[src/rtl/truth_table_sweeper_pkg.sv]
// Shared definitions for the truth-table sweeper.
// Holds the FSM state encoding, the table geometry (16 indices of 4 bits),
// the counter width and the default settle time.
package truth_table_sweeper_pkg;

  localparam int unsigned N_IDX          = 16;
  localparam int unsigned IDX_W          = 4;
  localparam int unsigned CNT_W          = 5;
  localparam int unsigned SETTLE_DEFAULT = 1;

  typedef enum logic [1:0] {
    StIdle   = 2'd0,
    StApply  = 2'd1,
    StSample = 2'd2,
    StDone   = 2'd3
  } state_e;

endpackage

[src/rtl/tt_popcount.sv]
// 16-bit population count.
// Ports:
//   data  in  16  word to count
//   cnt   out 5   number of set bits in data (0..16)
module tt_popcount
  import truth_table_sweeper_pkg::*;
(
  input  logic [N_IDX-1:0] data,
  output logic [CNT_W-1:0] cnt
);

  always_comb begin
    cnt = '0;
    for (int i = 0; i < N_IDX; i++) begin
      cnt = cnt + CNT_W'(data[i]);
    end
  end

endmodule

[src/rtl/truth_table_sweeper.sv]
// Sweeps all 16 input combinations of an external 4-input function, captures
// its output into a truth table and compares it against a golden table.
// Ports:
//   clk        in  1   system clock, rising edge
//   rst_n      in  1   synchronous active-low reset
//   start      in  1   sweep request, honoured only in idle
//   abort      in  1   cancels a running sweep
//   expected   in  16  golden table, latched when start is accepted
//   x,y,w,z    out 1   function inputs, {x,y,w,z} = index
//   s          in  1   function output
//   busy       out 1   sweep in progress
//   done       out 1   one-cycle pulse on sweep completion
//   table_out  out 16  captured table
//   ones_cnt   out 5   set bits in table_out
//   err_cnt    out 5   indices differing from the latched golden table
//   pass       out 1   completed sweep with no errors
module truth_table_sweeper
  import truth_table_sweeper_pkg::*;
#(
  parameter int unsigned SETTLE = SETTLE_DEFAULT
) (
  input  logic        clk,
  input  logic        rst_n,
  input  logic        start,
  input  logic        abort,
  input  logic [15:0] expected,
  output logic        x,
  output logic        y,
  output logic        w,
  output logic        z,
  input  logic        s,
  output logic        busy,
  output logic        done,
  output logic [15:0] table_out,
  output logic [4:0]  ones_cnt,
  output logic [4:0]  err_cnt,
  output logic        pass
);

  localparam int unsigned SET_W = 4;

  state_e             state_q, state_d;
  logic [IDX_W-1:0]   idx_q, idx_d;
  logic [SET_W-1:0]   settle_q, settle_d;
  logic [N_IDX-1:0]   table_q, table_d;
  logic [N_IDX-1:0]   exp_q, exp_d;
  logic [CNT_W-1:0]   err_q, err_d;
  logic               pass_q, pass_d;

  always_ff @(posedge clk) begin
    if (!rst_n) begin
      state_q  <= StIdle;
      idx_q    <= '0;
      settle_q <= '0;
      table_q  <= '0;
      exp_q    <= '0;
      err_q    <= '0;
      pass_q   <= 1'b0;
    end else begin
      state_q  <= state_d;
      idx_q    <= idx_d;
      settle_q <= settle_d;
      table_q  <= table_d;
      exp_q    <= exp_d;
      err_q    <= err_d;
      pass_q   <= pass_d;
    end
  end

  always_comb begin
    state_d  = state_q;
    idx_d    = idx_q;
    settle_d = settle_q;
    table_d  = table_q;
    exp_d    = exp_q;
    err_d    = err_q;
    pass_d   = pass_q;

    unique case (state_q)
      StIdle: begin
        // abort alongside start suppresses the start
        if (start && !abort) begin
          state_d  = StApply;
          idx_d    = '0;
          settle_d = '0;
          table_d  = '0;
          err_d    = '0;
          exp_d    = expected;
          pass_d   = 1'b0;
        end
      end
      StApply: begin
        if (abort) begin
          state_d = StIdle;
          pass_d  = 1'b0;
        end else if (settle_q == SET_W'(SETTLE - 1)) begin
          state_d  = StSample;
          settle_d = '0;
        end else begin
          settle_d = settle_q + SET_W'(1);
        end
      end
      StSample: begin
        // abort takes precedence over the sample, including on the last index
        if (abort) begin
          state_d = StIdle;
          pass_d  = 1'b0;
        end else begin
          table_d[idx_q] = s;
          if (s != exp_q[idx_q]) begin
            err_d = err_q + CNT_W'(1);
          end
          if (idx_q == IDX_W'(N_IDX - 1)) begin
            state_d = StDone;
            pass_d  = (err_d == '0);
          end else begin
            idx_d   = idx_q + IDX_W'(1);
            state_d = StApply;
          end
        end
      end
      StDone: begin
        state_d = StIdle;
      end
      default: begin
        state_d = StIdle;
      end
    endcase
  end

  assign busy = (state_q == StApply) || (state_q == StSample);
  assign done = (state_q == StDone);

  // Function inputs are only driven while sweeping; idle and done show zero.
  assign {x, y, w, z} = busy ? idx_q : '0;

  assign table_out = table_q;
  assign err_cnt   = err_q;
  assign pass      = pass_q;

  tt_popcount u_popcount (
    .data (table_q),
    .cnt  (ones_cnt)
  );

endmodule
[config.mk]
export PLATFORM = sky130hd
export DESIGN_NAME = truth_table_sweeper
export DESIGN_NICKNAME = d
export VERILOG_FILES = /design/src/rtl/truth_table_sweeper_pkg.sv /design/src/rtl/tt_popcount.sv /design/src/rtl/truth_table_sweeper.sv
export SDC_FILE = /design/constraint.sdc
export NUM_CORES = 1
export LEC_CHECK = 0
export BUFFER_PORTS_ARGS = -buffer_cell sky130_fd_sc_hd__buf_4
export CORE_AREA = 2 2 75 77
export CTS_BUF_LIST = sky130_fd_sc_hd__clkbuf_8
export CTS_CLUSTER_SIZE = 24
export DETAILED_ROUTE_END_ITERATION = 10
export DIE_AREA = 0 0 77 79
export GPL_TIMING_DRIVEN = 0
export PLACE_DENSITY_LB_ADDON = 0.3
export SETUP_SLACK_MARGIN = 0.02
export SLEW_MARGIN = 0
export SYNTH_ARGS = -nofsm -noshare
export SYNTH_HDL_FRONTEND = slang
export SYNTH_SLANG_ARGS = --single-unit
[constraint.sdc]
create_clock -name clk -period 6.2 [get_ports clk]
set_clock_uncertainty 0.2 [all_clocks]
set_input_delay 1.24 -clock clk [delete_from_list [all_inputs] [get_ports clk]]
set_output_delay 1.24 -clock clk [all_outputs]
set_load 0.005 [all_outputs]
==> impl_summary.txt, run 1 <==
----------------------------------------------------
[Status]
  Result of the run ... completed

[CTS]
  Post-CTS Resized ... 0
  TritonCTS clock tree ... yes
  Worst-path clk slew ... 90 ps
  Hold buffer count at cts ... 0
  # clock sinks ... 48
  Clock Root Buffer ... clkbuf_8
  Deepest clock path buffer count ... 2
  Post-CTS setup buffer count ... 0
  CTS buffer count ... 5
  # H-tree levels ... 2
  Skew-Pair Late Insertion Delay ... between 300 and 400 ps

[STA]
  Final-report hold violation count ... 0
  Transition time at the pin with the least slew margin ... 540 ps
  Final period demand of the worst path ... 5540 ps
  Final count of negative-setup-slack endpoints ... 0
  Period utilization ... 89.4%
  Final-report max-slew violation count ... 0
  Final hold slack ... 263 ps
  Total negative slack for setup checks ... 0 ps
  Max-slew headroom ... between 60% and 70%
  Maximum frequency from static timing analysis ... 180 MHz
  RSZ-0062 raised after global routing ... false

[Worst setup path]
  Number of cell instances on the worst register-to-register path ... 7
  FF-to-FF End ... err_cnt[4]
  Type of the worst setup path ... flip-flop to output pin
  CP Data Required Time ... 4760 ps
  Worst Path Arrival ... 4100 ps
  Reg2Reg Setup Slack ... about 3400 ps
  Critical path launch point type ... flip-flop
  Critical Path End Type ... output pin
  Reg2reg start ... idx_q[0]
  Worst-path fanout max ... 3

[Finish]
  Total number of nets in the final design ... approximately 470
  Ratio of cells with drive above 1 in the final layout ... 16.0%
  Utilization of the core after routing ... 67.8%
  Layout-stage area growth over the synthesis result ... 20.3%
  Antenna Cells ... 0

[Global route]
  Number of global-route vias before repair ... roughly 2,500
  Sum of overflow across all layers after global routing ... 0
  Pin count of the biggest net entering global routing ... 17
  Number of antenna violations at the first check in global routing ... 0
  Global Route Usage Sum ... approximately 23%
  Global-route wire length before repair ... 11.5 mm

[Synthesis]
  Cells after Synth ... 359
  Register bit total from synthesis ... 48
  Flip-flop cell with the highest count after synthesis ... dfxtp_1
  Post-synth design cell area ... 3010 sq um
  Compound-gate portion of the synthesized area ... 20.0%
  Distinct cells, synth ... 45
  Share of synthesized flip-flops with an asynchronous set or reset ... 0%
  Portion of the post-synthesis area used by sequential elements ... 32.0%
  Commonest cells in the synthesized netlist ... 48 x dfxtp_1, 42 x nand2_1, 36 x o21ai_0, 32 x inv_1, 28 x a21oi_1
  Post-synthesis net count ... 407
  Yosys Warn Count ... 0
  Post-Synth XOR/XNOR Area ... 1.71%
  Synthesized-area fraction occupied by adder cells ... 13.7%
  Dominant combinational cell family by area after synthesis ... simple AND/OR/NAND/NOR gates
  Most common cell in the synthesized netlist ... dfxtp_1
  Syn Area/Cell ... approximately 8.4 sq um
  Multiplexer area fraction after synthesis ... between 4 and 5%
  Leading cell types by total area after synthesis ... dfxtp_1 32%, ha_1 7.1%, fa_1 6.7%, o21ai_0 6.0%, nand2_1 5.2%
  Area share of and/or/nand/nor cells after synthesis ... 21.0%
  Area fraction of the dominant cell type after synthesis ... 32.0%
  Largest area contributor in the netlist ... dfxtp_1
  Post-synth EDFFs ... 0

[Route]
  Residual antenna-violating net count after detailed routing ... 0
  Number of iterations in the first detailed-routing pass ... 4
  Final routed DRC violation total ... 0
  Overall routed net length ... 6.46 mm
  DRC marker count from the first detailed-route iteration ... 140
  Vias after detailed routing ... 2,654
  Drt via density ... 5.42
  Routed WL per cell ... 13.2 microns

[Hold path]
  Kind of path behind the tightest hold check ... flip-flop to flip-flop
  Endpoint of the worst hold path ... exp_q[9]
  Hold depth ... 2
  Min-delay src ... exp_q[9]

[Die]
  Number of I/O pins ... 54
  Core ar. ... roughly 5300 sq um
  Horizontal die dimension ... 77 microns
  Die height ... 79 microns
  Overall die area ... 6080 sq um
  Effective utilization at floorplan ... 56.3%
  Count of standard-cell rows ... 27

[Placed design]
  Total half-perimeter wirelength after legalization and detailed placement ... 4.87 mm
  I/O Buffers ... 51
  Routability-driven placement congestion ratio ... approximately 0.9

[Job]
  Number of maximum-capacitance constraint violations ... 0

[Power and ir drop]
  Pwr Density ... 183 nW/um^2
  Total design power ... 0.000663 W
  Peak supply drop ... between 0.1 and 0.15 mV
  Static power due to leakage ... 1.53 nW

----------------------------------------------------
placed cells by master (no fill, tap or decap), types with 10 or more instances in the layout:
cell type / synthesis / final
a21boi_0: 18 / 18
and2_1: 25 / 25
clkbuf_1: 15 / 15
o21ai_0: 36 / 36
buf_4: 0 / 51
a21oi_1: 28 / 28
dfxtp_1: 48 / 48
inv_1: 32 / 32
nand2_1: 42 / 42
nand3_1: 13 / 13
ha_1: 17 / 17
fa_1: 10 / 10
registers in the layout (all words and copies together) (netlist names):
register,flops
idx_q,4
err_cnt,5
exp_q,16
table_out,16
state_q,2
pass,1
settle_q,4
power breakdown:
group | total, W | internal [W] | switching (W)
clock network | 0.000273 | 0.000162 | 0.000110
registers | 0.000320 | 0.000315 | 0.00000436
logic | 0.0000704 | 0.0000307 | 0.0000397
total | 0.000663 | 0.000508 | 0.000155
critical path: stages (launching register included):
cell,delay [ps]
dfxtp_1,390
ha_1,250
inv_1,70
fa_1,430
fa_1,510
fa_1,540
fa_1,430
fa_1,420
fa_1,420
nor2b_1,130
o21a_1,120
buf_4,100
through the flow:
step / area [sq um] / setup WS, ps / instances
floorplan: 3010 / 1220 / 359
global placement: 3480 / 1030 / 482
detailed placement: 3480 / 961 / 482
CTS: 3620 / 616 / 490
global route: 3620 / 499 / 490
finish: 3620 / 659 / 490
worst max path at each step:
stage | end | slack, ps | cells past startpoint | startpoint
2_1_floorplan | ones_cnt[4] | 1220 | 10 | table_out[0]
3_3_place_gp | ones_cnt[4] | 1030 | 11 | table_out[0]
3_5_place_dp | ones_cnt[4] | 960 | 11 | table_out[0]
4_1_cts | ones_cnt[4] | 620 | 11 | table_out[0]
5_1_grt | ones_cnt[4] | 500 | 11 | table_out[0]
6_report | ones_cnt[4] | 660 | 11 | table_out[1]
final cells by class:
type                       instances  area, sq um
clock buffer                       5         68.8
inverter                          33          124
multi-input combinational        261         1840
timing repair buffer              51          383
tap                               72         90.1
sequential                        48          961
clock inverter                     3         68.8
fill                             483         1720
buffer                            17         78.8
cells by family (layout without fill, tap and decap cells):
logic type	count (synthesis)	after routing
buffers and inverters	50	109
flip-flops	48	48
XOR/XNOR	5	5
AO/OA/AOI/OAI	100	100
adder cells (fa/ha/maj)	27	27
AND/OR/NAND/NOR	122	122
multiplexers	7	7
per-layer routing:
layer,track usage (%),vias to the layer above,share of wire (%)
met3,4.09,7,6.3
met1,29.7,1216,44
li1,-,1339,-
met5,0,-,0
met4,6.79,0,0.91
met2,39.8,92,49
No activity file was read; power rests on OpenSTA's default activity.
==> inputs of run 2 (changes only) <==
- CAP_MARGIN: not set -> 30
- CORE_AREA: 2 2 75 77 -> 2 2 96 61
- DIE_AREA: 0 0 77 79 -> 0 0 98 63
==> impl_summary.txt, run 2 (synthesis gave the netlist of run 1 again) <==
----------------------------------------------------
[Route]
  Number of iterations in the first detailed-routing pass ... 5 (+1)
  Drt via density ... 5.62 (+3.8%)
  Overall routed net length ... 7.06 mm (+9.3%)
  Residual antenna-violating net count after detailed routing ... 0 (unchanged)
  Final routed DRC violation total ... 0 (unchanged)
  DRC marker count from the first detailed-route iteration ... 271 (+94%)
  Vias after detailed routing ... 2,738 (+3.2%)
  Routed WL per cell ... 14.5 microns (+10%)

[Die]
  Count of standard-cell rows ... 21 (-22%)
  Die height ... 63 microns (-20%)
  Number of I/O pins ... 54 (unchanged)
  Overall die area ... 6170 sq um (+1.5%)
  Effective utilization at floorplan ... 56.4% (about the same)
  Core ar. ... 5330 sq um (about the same)
  Horizontal die dimension ... 98 microns (+27%)

[Placed design]
  Pre-CTS WS ... 916 ps (-44.7 ps)
  Routability-driven placement congestion ratio ... 0.887 (+0.12%)
  Placed inst area ... 3480 sq um (-0.11%)
  Total half-perimeter wirelength after legalization and detailed placement ... 5.45 mm (+12%)
  I/O Buffers ... 51 (unchanged)

[Global route]
  Number of antenna violations at the first check in global routing ... 0 (unchanged)
  Global-route wire length before repair ... 12.4 mm (+7.6%)
  Global Route Usage Sum ... 24.4% (+1.4 points)
  Number of global-route vias before repair ... 2,583 (+1.7%)
  Sum of overflow across all layers after global routing ... 0 (unchanged)
  Pin count of the biggest net entering global routing ... 17 (unchanged)

[CTS]
  # H-tree levels ... 2 (unchanged)
  Hold buffer count at cts ... 0 (unchanged)
  Post-CTS Resized ... 0 (unchanged)
  Skew-Pair Late Insertion Delay ... 310 ps (about the same)
  # clock sinks ... 48 (unchanged)
  Deepest clock path buffer count ... 2 (unchanged)
  TritonCTS clock tree ... yes
  Post-CTS setup buffer count ... 0 (unchanged)
  Clock Root Buffer ... clkbuf_8
  CTS buffer count ... 5 (unchanged)
  Worst-path clk slew ... 100 ps (about the same)

[Finish]
  Number of filler instances in the final layout ... 449 (-7.0%)
  Total number of nets in the final design ... 465 (unchanged)
  Ratio of cells with drive above 1 in the final layout ... 16.0% (unchanged)
  Layout-stage area growth over the synthesis result ... 19.4%
  Commonest non-fill, non-tap cell in the layout ... buf_4
  Register area ... 961 sq um (unchanged)
  Utilization of the core after routing ... 67.3% (-0.44 points)
  Most frequent cells in the layout ... 51 x buf_4, 48 x dfxtp_1, 42 x nand2_1, 36 x o21ai_0, 32 x inv_1
  Antenna Cells ... 0 (unchanged)
  Fin area ... 3590 sq um (-0.73%)
  Multi-input combinational cell area ... 1840 sq um (unchanged)

[Worst setup path]
  Critical Path End Type ... output pin
  Number of cell instances on the worst register-to-register path ... 7 (unchanged)
  CP Data Required Time ... 4760 ps (about the same)
  Type of the worst setup path ... flip-flop to output pin
  Critical path launch point type ... flip-flop
  Worst Path Arrival ... 4210 ps (+110 ps)
  Reg2Reg Setup Slack ... 3450 ps (+20 ps)
  FF-to-FF End ... err_cnt[4]
  Worst-path fanout max ... 3 (unchanged)
  Reg2reg start ... idx_q[0]

[Hold path]
  Kind of path behind the tightest hold check ... flip-flop to flip-flop
  Min-delay src ... exp_q[3]
  Hold depth ... 2 (unchanged)
  Endpoint of the worst hold path ... exp_q[3]

[STA]
  Final-report max-slew violation count ... 0 (unchanged)
  Transition time at the pin with the least slew margin ... 581 ps (+40.8 ps)
  Maximum frequency from static timing analysis ... 177 MHz (-1.8%)
  Final hold slack ... 266 ps (+2.65 ps)
  Max-slew headroom ... 61.1% (-2.7 points)
  Final-report hold violation count ... 0 (unchanged)
  Final period demand of the worst path ... 5650 ps (+104 ps)
  RSZ-0062 raised after global routing ... false
  Worst Setup Slack, final ... 555 ps (-104 ps)
  Total negative slack for setup checks ... 0 ps (unchanged)
  Period utilization ... 91.1% (+1.7 points)
  Final count of negative-setup-slack endpoints ... 0 (unchanged)

[Power and ir drop]
  Pwr Density ... 175 nW/um^2 (-4.3%)
  Peak supply drop ... 0.103 mV (-23%)
  Static power due to leakage ... 1.51 nW (-0.92%)

[Job]
  Number of maximum-capacitance constraint violations ... 0 (unchanged)

[Status]
  Result of the run ... completed

----------------------------------------------------
run 2: per-stage QoR:
stage	instances	power (W)
global placement	479	0.000396
finish	487	0.000630
global route	487	0.000655
floorplan	359	0.000372
detailed placement	479	0.000398
CTS	487	0.000630
run 2: worst max-delay path by stage:
stage | to | cells after the start | slack (ps) | from
after floorplan | ones_cnt[4] | 10 | 1220 | table_out[0]
after global placement | ones_cnt[4] | 11 | 990 | table_out[0]
after CTS | ones_cnt[4] | 11 | 550 | table_out[0]
after detailed placement | ones_cnt[4] | 11 | 920 | table_out[0]
final | ones_cnt[4] | 11 | 550 | table_out[0]
after global routing | ones_cnt[4] | 11 | 390 | table_out[0]
run 2: worst max-delay path, cell delays in order, from the launching register on:
cell     delay (ps)
dfxtp_1         340
ha_1            290
inv_1            70
fa_1            450
fa_1            550
fa_1            560
fa_1            430
fa_1            420
fa_1            430
nor2b_1         130
o21a_1          120
buf_4           100
run 2: power by group:
group	leakage [nW]	switching (W)	total [W]	internal (W)
Sequential	0.388	0.00000445	0.000320	0.000315
Combinational	1.07	0.0000408	0.0000716	0.0000307
Clock	0.0548	0.000117	0.000238	0.000122
run 2: area by class of cell:
| cell class | count | area share, % |
|---|---|---|
| well taps | 69 | 2.40 |
| clock inverters | 3 | 1.29 |
| repair buffers | 51 | 10.7 |
| plain buffers | 17 | 2.20 |
| flip-flops and latches | 48 | 26.8 |
| clock buffers | 5 | 1.92 |
| multi-input cells | 261 | 51.3 |
| inverters | 33 | 3.45 |
run 2: metal layers:
layer / vias up / global-route usage (%) / part of all wire [%]
li1: 1342 / - / -
met1: 1290 / 36.6 / 50
met3: 11 / 4.47 / 6.4
met2: 95 / 37.1 / 42
met5: - / 0 / 0
met4: 0 / 4.51 / 1.2
